`config.mk`:
```
export PLATFORM = sky130hd
export DESIGN_NAME = step_decoder
export DESIGN_NICKNAME = d
export VERILOG_FILES = /design/src/rtl/step_decoder.sv
export SDC_FILE = /design/constraint.sdc
export NUM_CORES = 1
export LEC_CHECK = 0
export ABC_AREA = 1
export CORE_MARGIN = 2
export CORE_UTILIZATION = 50
export DETAILED_ROUTE_END_ITERATION = 8
export GPL_TIMING_DRIVEN = 0
export PLACE_DENSITY = 0.76
export SLEW_MARGIN = 20
export SYNTH_ARGS = -nofsm -noshare
export SYNTH_HDL_FRONTEND = slang
export SYNTH_SLANG_ARGS = --single-unit
```
`constraint.sdc`:
```
create_clock -name sysclk -period 1.86 [get_ports sysclk]
set_input_delay 0.465 -clock sysclk [delete_from_list [all_inputs] [get_ports sysclk]]
set_output_delay 0.465 -clock sysclk [all_outputs]
set_load 0.05 [all_outputs]
```
`src/rtl/step_decoder.sv`:
```
// step_decoder: six-channel step/direction decoder with signed position counters,
// homing, sticky status flags and a request/ack read port. Optional PU glitch filter: PULSE_FILTER_EN.
module step_decoder #(
  parameter int FILT_LEN = 4,
  parameter int POS_W    = 16
) (
  input  logic             sysclk,
  input  logic             RSTn,
  input  logic [5:0]       PU,
  input  logic [5:0]       DR,
  input  logic [5:0]       MF,
  input  logic [5:0]       Stop,
  input  logic             RdReq,
  input  logic [2:0]       RdSel,
  output logic             RdAck,
  output logic             RdErr,
  output logic [POS_W-1:0] RdData,
  output logic [5:0]       HomeFlag,
  output logic [5:0]       OvFlag,
  output logic [5:0]       Stray
);

  localparam logic [POS_W-1:0] POS_MAX = {1'b0, {(POS_W-1){1'b1}}};
  localparam logic [POS_W-1:0] POS_MIN = {1'b1, {(POS_W-1){1'b0}}};
  localparam logic [POS_W-1:0] POS_ONE = {{(POS_W-1){1'b0}}, 1'b1};

  typedef enum logic {IDLE, ACK} rdState_t;

  logic [5:0]       puMeta, puSync, drMeta, drSync;
  logic [5:0]       mfMeta, mfSync, stopMeta, stopSync;
  logic [5:0]       puFilt, puPrev, stopPrev;
  logic [5:0]       stepEdge, homeEdge;
  logic [POS_W-1:0] pos [6];
  logic [POS_W-1:0] selPos, rdDataReg;
  logic             rdErrReg, capture;
  rdState_t         state, nextState;

  // PU idles high, so its synchronizer resets high to avoid a false step after reset.
  always_ff @(posedge sysclk) begin
    if (!RSTn) begin
      puMeta   <= '1;
      puSync   <= '1;
      drMeta   <= '0;
      drSync   <= '0;
      mfMeta   <= '0;
      mfSync   <= '0;
      stopMeta <= '0;
      stopSync <= '0;
    end else begin
      puMeta   <= PU;
      puSync   <= puMeta;
      drMeta   <= DR;
      drSync   <= drMeta;
      mfMeta   <= MF;
      mfSync   <= mfMeta;
      stopMeta <= Stop;
      stopSync <= stopMeta;
    end
  end

`ifdef PULSE_FILTER_EN
  logic [3:0] filtCnt [6];

  // Filtered level only follows the synchronized PU after FILT_LEN cycles of disagreement.
  always_ff @(posedge sysclk) begin
    if (!RSTn) begin
      puFilt <= '1;
      for (int ch = 0; ch < 6; ch++) filtCnt[ch] <= '0;
    end else begin
      for (int ch = 0; ch < 6; ch++) begin
        if (puSync[ch] != puFilt[ch]) begin
          if (filtCnt[ch] == 4'(FILT_LEN - 1)) begin
            puFilt[ch]  <= puSync[ch];
            filtCnt[ch] <= '0;
          end else begin
            filtCnt[ch] <= filtCnt[ch] + 4'd1;
          end
        end else begin
          filtCnt[ch] <= '0;
        end
      end
    end
  end
`else
  assign puFilt = puSync;
`endif

  always_ff @(posedge sysclk) begin
    if (!RSTn) begin
      puPrev   <= '1;
      stopPrev <= '0;
    end else begin
      puPrev   <= puFilt;
      stopPrev <= stopSync;
    end
  end

  assign stepEdge = puPrev & ~puFilt;
  assign homeEdge = stopSync & ~stopPrev;

  // Homing takes priority over a coincident step on the same channel.
  always_ff @(posedge sysclk) begin
    if (!RSTn) begin
      for (int ch = 0; ch < 6; ch++) pos[ch] <= '0;
      HomeFlag <= '0;
      OvFlag   <= '0;
      Stray    <= '0;
    end else begin
      for (int ch = 0; ch < 6; ch++) begin
        if (homeEdge[ch]) begin
          pos[ch]      <= '0;
          HomeFlag[ch] <= 1'b1;
          OvFlag[ch]   <= 1'b0;
          Stray[ch]    <= 1'b0;
        end else if (stepEdge[ch]) begin
          if (!mfSync[ch]) begin
            Stray[ch] <= 1'b1;
          end else if (drSync[ch]) begin
            pos[ch] <= pos[ch] + POS_ONE;
            if (pos[ch] == POS_MAX) OvFlag[ch] <= 1'b1;
          end else begin
            pos[ch] <= pos[ch] - POS_ONE;
            if (pos[ch] == POS_MIN) OvFlag[ch] <= 1'b1;
          end
        end
      end
    end
  end

  always_comb begin
    selPos = '0;
    for (int ch = 0; ch < 6; ch++) begin
      if (RdSel == 3'(ch)) selPos = pos[ch];
    end
  end

  always_ff @(posedge sysclk) begin
    if (!RSTn) state <= IDLE;
    else       state <= nextState;
  end

  always_comb begin
    nextState = state;
    capture   = 1'b0;
    RdAck     = 1'b0;
    RdErr     = 1'b0;
    case (state)
      IDLE: begin
        if (RdReq) begin
          nextState = ACK;
          capture   = 1'b1;
        end
      end
      ACK: begin
        nextState = IDLE;
        RdAck     = 1'b1;
        RdErr     = rdErrReg;
      end
      default: nextState = IDLE;
    endcase
  end

  always_ff @(posedge sysclk) begin
    if (!RSTn) begin
      rdDataReg <= '0;
      rdErrReg  <= 1'b0;
    end else if (capture) begin
      rdDataReg <= selPos;
      rdErrReg  <= (RdSel > 3'd5);
    end
  end

  assign RdData = rdDataReg;

endmodule

```
==> results.ini <==
[routing]
drt_drc_violations_left=0
wl_met1_um=15800
wl_um=34300
drt_iter0_drc=1184
top_layer=met4
via_per_inst=5.37
wl_per_cell_um=15.6
vias=11758
drtAntennaViolNets=0
met3_length_um=2120
first_pass_iters=5
dr_wl_met2_um=15600

[yosys]
yosys_register_bits=192
ys_seq_area_share_pct=39.8
async_reset_ff_share_pct=0
syn_nets=1800
synth_flop_cell=edfxtp_1
synth_edf_count=96
yosys_warnings=0
yosysTopAreaCell=edfxtp_1
synth_top_area_share_pct=23.9
ys_types=40
syn_area_mm2=0.0121
syn_area_per_cell_um2=6.86
yosys-top-cells-area=edfxtp_1 24%, dfxtp_1 16%, nand2_1 14%
synth_cells=1758

[sta]
rsz0062_at_grt=true
fin_crit_sh_pct=98.5
skew_ns=0.0182
tns_ns=0
hold_slack_ns=0.309
tightest_slew_ns=0.808
max_freq_mhz=546
relSlewSlack_pct=46.0
finalSetupViolations=0
finalHoldViolations=0
maxSlewViolCount=0
period_needed_ns=1.83

[layout]
layout.nets=1901
drive_gt1_share_pct=9.67
area_delta_synth_final_pct=16.5
antennaDiodeCount=0
instances_no_fill=2191
stdcell_area_mm2=0.0141

[grt]
grt_max_degree=26
grt_pass1_wl_um=55100
first_global_vias=10827
antenna_found_initial=0
overflow=0
grt_use_total_pct=26.9

[clocking]
hold_buffers=0
path_clk_slew_ns=0.09
cts_buffers=17
clock-root-buffer=clkbuf_16
clockBufferDepth=2
clock_latency_ns=0.46
cts_tree=built
clock-sinks=192
htree_levels=4

[setup_path]
worstPathRequired_ns=1.39
cp-end-kind=output port
cp_data_arrival_time_ns=1.37
crit_chain=dlygate4sd2_1
cp_slowest_cell=dlygate4sd2_1
rrSetupSlack_ns=0.08
worstSetupPathType=reg -> out
cp_slowest_stage_delay_ns=0.55
start_kind=flop
cp_top_family=buffers and inverters
critPathBufInv=1
crit_fanout=2

[die]
start_util_pct=51.1
die_height_um=159
die_w_um=159
core_mm2=0.0236
rows=56
die-area_mm2=0.0254
io-pin-count=66

[placed_design]
place.gp.congestion=0.918
dp_hpwl_um=25900
placed_cell_area_mm2=0.0131
portBuffers=64
dp.cells=2141

[pwr]
p_leak_nw=6.29
peakVddDrop_mv=0.883
power_density_mw_per_mm2=735

[outcome]
status=complete, no violations

[run]
drv_cap=0

[hold_path]
hold_path_class=in -> reg

## power breakdown
part	leakage (nW)	switching (mW)	total (mW)	internal, mW
clock network	0.323	2.20	4.17	1.97
registers	1.80	0.163	4.80	4.63
logic	4.17	0.948	1.37	0.418
## state kept, by name, summed over array words and instances (netlist names)
| signal | cells |
|---|---|
| HomeFlag | 6 |
| OvFlag | 6 |
| RdData | 16 |
| Stray | 6 |
| drMeta | 6 |
| drSync | 6 |
| mfMeta | 6 |
| mfSync | 6 |
| pos | 96 |
| puFilt | 6 |
| puMeta | 6 |
| puPrev | 6 |
| rdErrReg | 1 |
| state | 1 |
| stopMeta | 6 |
| stopPrev | 6 |
| stopSync | 6 |
## cell type report
class                   count  area, um^2
flip-flops and latches    192        4800
well taps                 319         399
clock buffers              17         425
fillers                  2261        9550
repair inverters            1        7.51
multi-input cells        1268        6210
clock inverters            15         241
repair buffers             82         736
inverters                 227         868
plain buffers              70         362
## what timing repair did
| action | CTS | global route |
|---|---|---|
| buffers inserted | 4 | 14 |
| gates resized for setup | 48 | 62 |
| cloned | 0 | 1 |
| endpoints found under the setup margin | 77 | 69 |
| pin swaps | 1 | 1 |
## placed cells by master, fill, tap and decap left out, types with 10 or more instances in the layout
master           instances
o21ai_0                109
dfxtp_1                 96
nand2_1                434
clkbuf_16               17
edfxtp_1                96
nor2_1                 231
clkdlybuf4s50_1         25
buf_2                   33
nand3_1                143
nor2_4                  11
inv_1                  215
or2_2                   18
xor2_1                  58
buf_4                   25
nor2_2                  10
a21oi_1                 71
dlygate4sd2_1           31
o21ai_1                 18
clkbuf_1                19
nand4_1                 53
nand3_2                 10
nor3_1                  46
## layer usage
layer  track usage [%]  up-vias
met1              37.3     5359
met2              43.8      432
met4              7.93        0
met3              3.78       58
met5                 0        -
li1                  -     5909
## tightest hold or removal path, stage by stage
cell and delay (ns):
buf_4 0.16, nand2_1 0.07, inv_1 0.04
## per-stage QoR
step                setup slack, ns  total power [mW]  util, %
global placement             -0.666              6.18     55.5
CTS                         0.00602              10.3     58.4
global route                -0.0320              10.7     59.5
finish                       0.0287              10.3     59.5
floorplan                     0.109              5.75        -
detailed placement           -0.706              6.20     55.5
## cell usage after synthesis, types with 23 or more instances
library cell and n:
a21oi_1 71, buf_2 36, clkbuf_1 23, dfxtp_1 96, edfxtp_1 96, inv_1 218, nand2_1 437, nand3_1 152
nand4_1 53, nor2_1 244, nor3_1 51, o21ai_0 112, xor2_1 58
## cells by family (layout without fill, tap and decap cells)
kind of cell | after synthesis | in the layout | share of synthesized area [%]
AO/OA/AOI/OAI | 222 | 222 | 9.63
XOR/XNOR | 61 | 61 | 4.43
adder cells (fa/ha/maj) | 12 | 12 | 1.24
buffers and inverters | 298 | 412 | 10.0
flip-flops | 192 | 192 | 39.8
AND/OR/NAND/NOR | 973 | 973 | 34.8
## path summary, 6_finish.rpt
kind,startpoint,end,cells after the start
min,RSTn,stopPrev[3],3
max reg2reg,stopPrev[2],pos[2][2],9
min reg2reg,puMeta[2],puFilt[2],1
max,Stray[1],Stray[1],1
Power figures use the tool's default switching activity.
